**src/rtl/rename_pkg.sv**
```systemverilog
// Shared types and sizing for the rename issue controller.
package rename_pkg;

    localparam int NUM_ARCH         = 32;
    localparam int NUM_PHYS         = 64;
    localparam int ARCH_W           = $clog2(NUM_ARCH);
    localparam int PHYS_W           = $clog2(NUM_PHYS);
    localparam int CNT_W            = PHYS_W + 1;
    localparam int FLUSH_CYCLES_DEF = 3;

    // One decoded instruction as held in the skid buffer.
    typedef struct packed {
        logic [ARCH_W-1:0] rd;
        logic [ARCH_W-1:0] rs1;
        logic [ARCH_W-1:0] rs2;
        logic              wr_en;
    } dec_instr_t;

    typedef enum logic [1:0] {
        RUN   = 2'd0,
        STALL = 2'd1,
        FLUSH = 2'd2
    } issue_state_e;

    // Writes to x0 never allocate a physical register, so they need no credit.
    function automatic logic needs_credit(input dec_instr_t instr);
        return instr.wr_en && (instr.rd != '0);
    endfunction

endpackage

```
**src/rtl/rename_skid_buf.sv**
```systemverilog
// Two-entry FIFO of decoded instructions between decode and rename issue.
module rename_skid_buf
    import rename_pkg::*;
(
    input  logic       clk,
    input  logic       reset_n,
    input  logic       push_i,
    input  logic       pop_i,
    input  logic       clear_i,
    input  dec_instr_t din_i,
    output dec_instr_t dout_o,
    output logic       full_o,
    output logic       empty_o,
    output logic [1:0] count_o
);

    dec_instr_t mem_q [2];
    logic       rd_ptr_q;
    logic       wr_ptr_q;
    logic [1:0] count_q;

    // Pointer and occupancy bookkeeping; clear empties the buffer in one cycle.
    always_ff @(posedge clk or negedge reset_n) begin
        if (!reset_n) begin
            // NOTE: sequential state uses non-blocking assignments so every register samples pre-edge values.
            rd_ptr_q <= 1'b0;
            wr_ptr_q <= 1'b0;
            count_q  <= 2'd0;
        end else if (clear_i) begin
            rd_ptr_q <= 1'b0;
            wr_ptr_q <= 1'b0;
            count_q  <= 2'd0;
        end else begin
            if (push_i) wr_ptr_q <= ~wr_ptr_q;
            if (pop_i)  rd_ptr_q <= ~rd_ptr_q;
            count_q <= count_q + {1'b0, push_i} - {1'b0, pop_i};
        end
    end

    // Entry storage; contents are only observed through a valid count.
    // NOTE: storage is deliberately not reset -- occupancy is tracked by count_q, so stale data is never read.
    always_ff @(posedge clk) begin
        if (push_i) mem_q[wr_ptr_q] <= din_i;
    end

    assign dout_o  = mem_q[rd_ptr_q];
    assign full_o  = (count_q == 2'd2);
    assign empty_o = (count_q == 2'd0);
    assign count_o = count_q;

endmodule

```
**src/rtl/rename_issue_ctrl.sv**
```systemverilog
// Rename issue controller: decode skid buffer, physical-register credit
// tracking, retire forwarding and pipeline flush sequencing.
// Optional macro RENAME_ISSUE_STATS_EN adds the stall_cycles counter output.
module rename_issue_ctrl
    import rename_pkg::*;
#(
    parameter int FLUSH_CYCLES = FLUSH_CYCLES_DEF
) (
    input  logic              clk,
    input  logic              reset_n,
    input  logic              dec_valid,
    output logic              dec_ready,
    input  logic [ARCH_W-1:0] dec_rd,
    input  logic [ARCH_W-1:0] dec_rs1,
    input  logic [ARCH_W-1:0] dec_rs2,
    input  logic              dec_wr_en,
    output logic              issue_valid,
    output logic [ARCH_W-1:0] rd,
    output logic [ARCH_W-1:0] rs1,
    output logic [ARCH_W-1:0] rs2,
    input  logic              rob_retire_valid,
    input  logic [PHYS_W-1:0] rob_retire_phys_reg,
    output logic              retire_valid,
    output logic [PHYS_W-1:0] retire_phys_reg,
    input  logic              flush,
    input  logic [CNT_W-1:0]  flush_free_count,
    output logic [CNT_W-1:0]  free_count,
    output logic              credit_err
`ifdef RENAME_ISSUE_STATS_EN
    ,
    output logic [31:0]       stall_cycles
`endif
);

    localparam int              FC_W       = (FLUSH_CYCLES > 1) ? $clog2(FLUSH_CYCLES) : 1;
    localparam int              SUM_W      = CNT_W + 1;
    localparam logic [CNT_W-1:0] CREDIT_MAX = CNT_W'(NUM_PHYS - NUM_ARCH);

    issue_state_e      state_q, state_d;
    logic [FC_W-1:0]   flush_cnt_q, flush_cnt_d;
    logic              dec_ready_q, dec_ready_d;
    logic              issue_valid_q;
    dec_instr_t        issued_q, issued_d;
    logic              retire_valid_q;
    logic [PHYS_W-1:0] retire_phys_q;
    logic [CNT_W-1:0]  free_count_q, free_count_d;
    logic              credit_err_q, credit_err_d;
    logic [SUM_W-1:0]  credit_base, credit_sum;

    dec_instr_t        dec_instr, head;
    logic              push, pop, full, empty;
    logic [1:0]        count, occ_next;
    logic              head_needs, head_blocked;

    assign dec_instr    = '{rd: dec_rd, rs1: dec_rs1, rs2: dec_rs2, wr_en: dec_wr_en};
    assign push         = dec_valid && dec_ready_q && !flush && !full;
    assign head_needs   = needs_credit(head);
    assign head_blocked = !empty && head_needs && (free_count_q == '0);

    rename_skid_buf u_skid_buf (
        .clk     (clk),
        .reset_n (reset_n),
        .push_i  (push),
        .pop_i   (pop),
        .clear_i (flush),
        .din_i   (dec_instr),
        .dout_o  (head),
        .full_o  (full),
        .empty_o (empty),
        .count_o (count)
    );

    // Issue FSM: pop the head when it is issuable, park in STALL when it lacks a credit.
    always_comb begin
        // NOTE: every always_comb output gets a default first so no path can infer a latch.
        state_d     = state_q;
        flush_cnt_d = flush_cnt_q;
        pop         = 1'b0;
        if (flush) begin
            state_d     = FLUSH;
            flush_cnt_d = FC_W'(FLUSH_CYCLES - 1);
        end else begin
            unique case (state_q)
                RUN, STALL: begin
                    pop     = !empty && !head_blocked;
                    state_d = head_blocked ? STALL : RUN;
                end
                FLUSH: begin
                    if (flush_cnt_q == '0) state_d = RUN;
                    else                   flush_cnt_d = flush_cnt_q - 1'b1;
                end
                default: state_d = RUN;
            endcase
        end
    end

    // Credit update: issue consumption and retire return land on the same edge;
    // a retire that would exceed the architectural-reset level saturates and flags.
    always_comb begin
        credit_err_d = credit_err_q;
        credit_base  = flush ? {1'b0, flush_free_count}
                             : {1'b0, free_count_q} - SUM_W'(pop && head_needs);
        credit_sum   = credit_base + SUM_W'(rob_retire_valid);
        free_count_d = credit_sum[CNT_W-1:0];
        if (rob_retire_valid && (credit_sum > {1'b0, CREDIT_MAX})) begin
            free_count_d = CREDIT_MAX;
            credit_err_d = 1'b1;
        end
    end

    // Ready is registered from next-cycle occupancy so back-to-back transfers keep flowing.
    always_comb begin
        occ_next    = flush ? 2'd0 : (count + {1'b0, push} - {1'b0, pop});
        dec_ready_d = (occ_next != 2'd2) && (state_d != FLUSH);
        issued_d    = pop ? head : issued_q;
    end

    // Controller state registers.
    always_ff @(posedge clk or negedge reset_n) begin
        if (!reset_n) begin
            state_q        <= RUN;
            flush_cnt_q    <= '0;
            dec_ready_q    <= 1'b0;
            issue_valid_q  <= 1'b0;
            issued_q       <= '0;
            retire_valid_q <= 1'b0;
            retire_phys_q  <= '0;
            free_count_q   <= CREDIT_MAX;
            credit_err_q   <= 1'b0;
        end else begin
            state_q        <= state_d;
            flush_cnt_q    <= flush_cnt_d;
            dec_ready_q    <= dec_ready_d;
            issue_valid_q  <= pop;
            issued_q       <= issued_d;
            retire_valid_q <= rob_retire_valid;
            retire_phys_q  <= rob_retire_phys_reg;
            free_count_q   <= free_count_d;
            credit_err_q   <= credit_err_d;
        end
    end

`ifdef RENAME_ISSUE_STATS_EN
    logic [31:0] stall_cnt_q;

    // Saturating count of cycles spent waiting for a credit.
    always_ff @(posedge clk or negedge reset_n) begin
        if (!reset_n)                                    stall_cnt_q <= '0;
        else if (state_q == STALL && stall_cnt_q != '1)  stall_cnt_q <= stall_cnt_q + 32'd1;
    end

    assign stall_cycles = stall_cnt_q;
`endif

    assign dec_ready       = dec_ready_q;
    assign issue_valid     = issue_valid_q;
    assign rd              = issued_q.rd;
    assign rs1             = issued_q.rs1;
    assign rs2             = issued_q.rs2;
    assign retire_valid    = retire_valid_q;
    assign retire_phys_reg = retire_phys_q;
    assign free_count      = free_count_q;
    assign credit_err      = credit_err_q;

endmodule

```
**config.mk**
```make
export PLATFORM = sky130hd
export DESIGN_NAME = rename_issue_ctrl
export DESIGN_NICKNAME = d
export VERILOG_FILES = /design/src/rtl/rename_pkg.sv /design/src/rtl/rename_skid_buf.sv /design/src/rtl/rename_issue_ctrl.sv
export SDC_FILE = /design/constraint.sdc
export NUM_CORES = 1
export LEC_CHECK = 0
export BUFFER_PORTS_ARGS = -buffer_cell sky130_fd_sc_hd__buf_2
export CAP_MARGIN = 0
export CORE_ASPECT_RATIO = 1.5
export CORE_UTILIZATION = 33
export CTS_CLUSTER_DIAMETER = 120
export CTS_CLUSTER_SIZE = 10
export DETAILED_ROUTE_END_ITERATION = 8
export PLACE_DENSITY = 0.52
export SKIP_LAST_GASP = 1
export SLEW_MARGIN = 20
export SYNTH_ARGS = -nofsm -noshare
export SYNTH_HDL_FRONTEND = slang
export SYNTH_SLANG_ARGS = --single-unit
```
**constraint.sdc**
```tcl
create_clock -name clk -period 6.2 [get_ports clk]
set_clock_uncertainty 0.1 [all_clocks]
set_input_delay 1.24 -clock clk [delete_from_list [all_inputs] [get_ports clk]]
set_output_delay 1.24 -clock clk [all_outputs]
set_load 0.02 [all_outputs]
```
==> impl_metrics.json, run 1 <==
{
  "status": "completed",
  "cts_tree": "done",
  "dieArea_um2": 10100,
  "overflow": 0,
  "worstPathArrival_ns": 4.85,
  "cts_max_level": 3,
  "slowest_delay_ns": 0.95,
  "coreArea_um2": 9310,
  "tightest_slew_ns": 0.951,
  "dp_hpwl_um": 4510,
  "cts_setup_buffers": 0,
  "synth-simple-area-share_pct": 12.9,
  "postRouteAntennaNets": 0,
  "yosys.area.top_type": "dfrtp_1",
  "largest_reg_flops": 32,
  "seq_area_frac_synth_pct": 61.6,
  "p_leak_nw": 1.59,
  "cts_buffers": 9,
  "start_util_pct": 34.2,
  "syn_to_final_growth_pct": 21.6,
  "grt_pass1_wl_um": 10100,
  "cp_max_fo": 19,
  "setup_tns_ns": 0,
  "synth.most_common_cell": "dfrtp_1",
  "syn_area_um2": 3190,
  "nets": 355,
  "hold_viol": 0,
  "drc_errors": 0,
  "synthMuxAreaShare_pct": 6.36,
  "start_kind": "flip-flop",
  "diodes": 0,
  "yosys_warnings": 0,
  "ys_ff_latch": 72,
  "synth-compound-area-share_pct": 9.66,
  "holdWs_ns": 0.376,
  "fin_crit_ns": 4.73,
  "path_clk_slew_ns": 0.05,
  "drtIter0Drc": 127,
  "rows": 43,
  "grt_start_max_net_pins": 41,
  "postCtsHoldBufs": 0,
  "drv_slew": 0,
  "synthAdderAreaFrac_pct": 2.75,
  "crit_chain": "o211ai_1 -> o21ai_1 -> and4_2 -> nor3_2 -> and2_1 -> ha_1 -> ha_1 -> nand2b_1 -> and2_1 -> ha_1 -> nor3b_1 -> nand4_1 -> a211o_1 -> o311a_1 -> a2bb2oi_1 -> and3_1 -> a211o_1",
  "yosys.area.top_type_share_pct": 30.6,
  "finalWeightedCongestion": 0.799,
  "syn_avg_cell_area_um2": 13.0,
  "syn-instance-count": 246,
  "crit_required_ns": 6.31,
  "async_flop_share_pct": 55.6,
  "rsz0062_at_grt": "false",
  "wl_um": 6340,
  "clkLatencyLatePin_ns": 0.33,
  "vias": 2063,
  "grt_use_total_pct": 14.0,
  "grt_pass1_vias": 2083,
  "synth_xor_area_share_pct": 3.30,
  "vias_per_cell": 4.79,
  "ios": 66,
  "firstDrtPassIters": 4,
  "synthTopCellsByArea": "dfrtp_1 31%, edfxtp_1 30%, mux2i_1 5.0%",
  "setup_viol": 0,
  "clock_tree.buffer_depth": 2,
  "slew_headroom_pct": 36.6,
  "antenna_found_initial": 0,
  "synth_top_flop_cell": "dfrtp_1",
  "crit_family": "simple AND/OR/NAND/NOR gates",
  "syn_nets": 287,
  "clockRootBuffer": "clkbuf_16",
  "synth.distinct_cells": 50,
  "synth_common_cells": "39 x dfrtp_1, 32 x edfxtp_1, 25 x nor2_1, 16 x a21oi_1, 16 x mux2i_1",
  "crit_top_cell": "ha_1",
  "synth_edf_count": 32,
  "powerDensity_nw_per_um2": 364,
  "avgRoutedWirePerCell_um": 14.7,
  "critical_path_buf_inv_count": 0,
  "cp-end-kind": "flip-flop",
  "synth_top_family_by_area": "simple AND/OR/NAND/NOR gates",
  "period_share_pct": 76.4,
  "path_class": "reg -> reg",
  "max_freq_ghz": 0.211,
  "hold_path_class": "reg -> reg",
  "cts.sinks": 72,
  "fp.dieW_um": 82.2,
  "crit_slowest_cell": "dfrtp_1",
  "maxCapViolCount": 0,
  "vdd_drop_max_uv": 208,
  "port_buffers": 65,
  "die_h_um": 122,
  "layout-drive-gt1-share_pct": 30.1,
  "post_cts_resized": 0
}
[final cells by class]
cell class              instances  area, um2
clock buffers                  15        258
clock inverters                 1       5.00
fillers                       886       5430
inverters                      12       45.0
flip-flops and latches         72       1960
multi-input cells             152       1120
repair buffers                 67        340
well taps                     112        140
[placed cells by master, fill, tap and decap left out, drive strengths merged, types with 7 or more instances in the layout]
cell and instances:
inv 12, buf 67, edfxtp 32, a21oi 16, xnor2 8, nor2 25, a211oi 7, nand2 9
clkbuf 15, ha 7, dfrtp 39, mux2i 18
[worst reg2reg max path, delay by kind of cell (launching register included)]
kind	cells	cell delay, ns
flops	1	0.95
fa+ha+maj	3	0.84
simple gates	8	1.47
compound gates	6	1.25
[final timing paths]
check,startpoint,endpoint,slack [ns],cells after the start
worst max register to register,u_skid_buf.rd_ptr_q$_DFFE_PN0P_,credit_err$_DFFE_PN0P_,1.47,17
min in group asynchronous,reset_n,retire_phys_reg[3]$_DFF_PN0_,0.96,1
worst min register to register,credit_err$_DFFE_PN0P_,credit_err$_DFFE_PN0P_,0.38,1
worst min-delay path,credit_err$_DFFE_PN0P_,credit_err$_DFFE_PN0P_,0.38,1
max in group asynchronous,reset_n,rs1[0]$_DFFE_PN0N_,4.45,1
worst max-delay path,u_skid_buf.rd_ptr_q$_DFFE_PN0P_,credit_err$_DFFE_PN0P_,1.47,17
[per-layer routing]
metal,up-vias,part of all wire [%],GRT usage [%]
li1,1023,-,-
met1,989,40,15.2
met2,41,54,24.4
met3,10,4.1,3.42
met4,0,2.3,7.24
met5,-,0,0
[power breakdown]
part / switching (W) / internal [W] / total (W)
combinational: 0.000200 / 0.000125 / 0.000326
sequential: 0.0000510 / 0.000579 / 0.000630
clock: 0.000173 / 0.000281 / 0.000455
total: 0.000425 / 0.000986 / 0.00141
[cell families (layout without fill, tap and decap cells)]
kind of cell,count (synthesis),in the layout
and+or+nand+nor,73,73
muxes,19,19
AOI/OAI and AO/OA,41,41
xor gates and xnor gates,12,12
DFF,72,72
buffers and inverters,22,95
adders and majority gates,7,7
[per-stage QoR]
stage               std cells  utilization, %  area (um2)  total power (W)  worst slack (ns)
global route              431            41.6        3870          0.00149              1.07
CTS                       431            41.6        3870          0.00143              1.38
floorplan                 246               -        3190         0.000852              1.62
detailed placement        415            38.8        3610         0.000969              1.31
global placement          415            38.8        3610         0.000966              1.45
finish                    431            41.6        3870          0.00141              1.47
Note: power is estimated with default switching activity, not from simulation.
==> inputs of run 2 (changes only) <==
--- a/config.mk
+++ b/config.mk
@@ -12,7 +12,7 @@
 export CTS_CLUSTER_DIAMETER = 120
 export CTS_CLUSTER_SIZE = 10
 export DETAILED_ROUTE_END_ITERATION = 8
-export PLACE_DENSITY = 0.52
+export PLACE_DENSITY = 0.54
 export SKIP_LAST_GASP = 1
 export SLEW_MARGIN = 20
 export SYNTH_ARGS = -nofsm -noshare
==> constraint.sdc (replaced) <==
create_clock -name clk -period 4 [get_ports clk]
set_clock_uncertainty 0.1 [all_clocks]
set_input_delay 0.8 -clock clk [delete_from_list [all_inputs] [get_ports clk]]
set_output_delay 0.8 -clock clk [all_outputs]
set_load 0.02 [all_outputs]
==> impl_metrics.json, run 2 (synthesized netlist as in run 1, its figures left out) <==
{
  "status": "finished with violations",
  "failed_checks": "negative setup slack",
  "final_common_cell": "buf_2",
  "cts_buffers": 9,
  "overflow": 0,
  "crit_slowest_cell": "or4_4",
  "nets": 376,
  "switching_share_pct": 29.8,
  "setup_viol": 6,
  "antenna_found_initial": 0,
  "clkPwrFrac_pct": 33.6,
  "max_freq_ghz": 0.244,
  "crit_required_ns": 4.11,
  "cp-end-kind": "flip-flop",
  "rows": 43,
  "timing.rr.start": "u_skid_buf.mem_q[1][11]$_DFFE_PP_",
  "drc_errors": 0,
  "grt_use_total_pct": 14.5,
  "reg2reg_depth": 16,
  "holdPathEnd": "credit_err$_DFFE_PN0P_",
  "drv_slew": 0,
  "grt_start_max_net_pins": 41,
  "seq_power_share_pct": 41.8,
  "ios": 66,
  "die_h_um": 122,
  "maxCapViolCount": 0,
  "drtIter0Drc": 60,
  "fin_crit_ns": 4.09,
  "port_buffers": 65,
  "slowest_delay_ns": 0.53,
  "postLayoutCellArea_um2": 4160,
  "path_class": "reg -> reg",
  "period_share_pct": 102,
  "internal_power_w": 0.00162,
  "crit_chain": "or4_4 -> o211ai_1 -> o21ai_1 -> and4_4 -> nor3_4 -> and2_4 -> ha_4 -> mux2i_1 -> ha_2 -> ha_4 -> nor3b_4 -> nand4_1 -> a211o_1 -> o311a_1 -> a211o_4 -> a211o_1",
  "finalWeightedCongestion": 0.842,
  "slew_headroom_pct": 35.5,
  "placed_area_um2": 3800,
  "start_util_pct": 34.2,
  "combPwrFrac_pct": 24.6,
  "clkLatencyLatePin_ns": 0.33,
  "vias_per_cell": 4.89,
  "p_switching_w": 0.000685,
  "layout_setup_ws_ns": -0.0901,
  "postCtsHoldBufs": 0,
  "final_cell_mix": "65 x buf_2, 39 x dfrtp_1, 32 x edfxtp_1, 25 x nor2_1, 22 x buf_4",
  "wl_met3_um": 197,
  "vias": 2206,
  "fillers": 908,
  "coreArea_um2": 9310,
  "drt-met1-wl_um": 2680,
  "hold_path_class": "reg -> reg",
  "wl_um": 6750,
  "hold_depth": 1,
  "clock_tree.buffer_depth": 2,
  "path_clk_slew_ns": 0.05,
  "cts_tree": "done",
  "wl_met2_um": 3660,
  "diodes": 0,
  "rsz0062_at_grt": "true",
  "fp.dieW_um": 82.2,
  "syn_to_final_growth_pct": 30.4,
  "hold_viol": 0,
  "rrSetupSlack_ns": -0.09,
  "dieArea_um2": 10100,
  "holdWs_ns": 0.422,
  "cts_max_level": 3,
  "cp_max_fo": 7,
  "worstPathArrival_ns": 4.20,
  "firstDrtPassIters": 5,
  "p_leak_nw": 1.72,
  "vdd_drop_max_uv": 328,
  "layout-drive-gt1-share_pct": 38.6,
  "postRouteAntennaNets": 0,
  "min_from": "credit_err$_DFFE_PN0P_",
  "top_layer_used": "met4",
  "avgRoutedWirePerCell_um": 15.0,
  "reg2reg_to": "credit_err$_DFFE_PN0P_",
  "grt_pass1_wl_um": 10400,
  "tightest_slew_ns": 0.968,
  "largest_reg_flops": 32,
  "start_kind": "flip-flop",
  "cts.sinks": 72,
  "clockRootBuffer": "clkbuf_16",
  "dp_hpwl_um": 4780,
  "powerDensity_nw_per_um2": 554,
  "grt_pass1_vias": 2203
}
## run 2: what timing repair did
action                                  CTS  global route
resized for setup                         4             4
pin swaps                                13            13
buffers inserted                          2             2
endpoints found under the setup margin    8             8
hold endpoints to repair                  0             0
## run 2: how the worst max path moves through the flow
stage                             end  depth (start not counted)                         startpoint
2_1_floorplan  credit_err$_DFFE_PN0P_                         18  u_skid_buf.mem_q[1][14]$_DFFE_PP_
4_1_cts        credit_err$_DFFE_PN0P_                         17  u_skid_buf.mem_q[1][13]$_DFFE_PP_
3_3_place_gp   credit_err$_DFFE_PN0P_                         17  u_skid_buf.mem_q[1][14]$_DFFE_PP_
5_1_grt        credit_err$_DFFE_PN0P_                         16  u_skid_buf.mem_q[1][11]$_DFFE_PP_
3_5_place_dp   credit_err$_DFFE_PN0P_                         17  u_skid_buf.mem_q[1][14]$_DFFE_PP_
6_report       credit_err$_DFFE_PN0P_                         16  u_skid_buf.mem_q[1][11]$_DFFE_PP_
## run 2: critical path: cells and delay by family (launching register included)
kind	cells	cell delay (ns)
AOI/OAI and AO/OA	6	1.40
and+or+nand+nor	6	1.32
adders and majority gates	3	0.63
DFF	1	0.39
muxes	1	0.14
## run 2: through the flow
stage	setup TNS [ns]	setup slack, ns	total power (W)	util (%)	std cells
floorplan	-0.00441	-0.00441	0.00134	-	246
global placement	-0.394	-0.0913	0.00153	40.9	432
detailed placement	-1.40	-0.216	0.00154	40.9	432
CTS	-0.241	-0.0832	0.00233	44.3	449
global route	-1.52	-0.242	0.00242	44.7	451
finish	-0.282	-0.0901	0.00230	44.7	451
## run 2: cell type report
| class | count | area (um2) | area share, % |
|---|---|---|---|
| Clock buffer | 11 | 243 | 5.84 |
| Clock inverter | 4 | 46.3 | 1.11 |
| Inverter | 12 | 45.0 | 1.08 |
| Multi-Input combinational cell | 152 | 1220 | 29.3 |
| Sequential cell | 72 | 1960 | 47.2 |
| Tap cell | 112 | 140 | 3.37 |
| Timing Repair Buffer | 88 | 502 | 12.1 |
## run 2: power by group through the flow
stage                     logic (W)  clock network, W  registers, W
after floorplan            0.000237                 0       0.00110
after global placement     0.000553                 0      0.000975
after detailed placement   0.000561                 0      0.000978
after CTS                  0.000567          0.000796      0.000965
after global routing       0.000623          0.000822      0.000979
final                      0.000566          0.000774      0.000963
## run 2: layer usage
metal	global-route usage, %	vias up
li1	-	1064
met1	15.8	1080
met2	25.4	48
met3	2.53	14
met4	8.99	0
met5	0	-
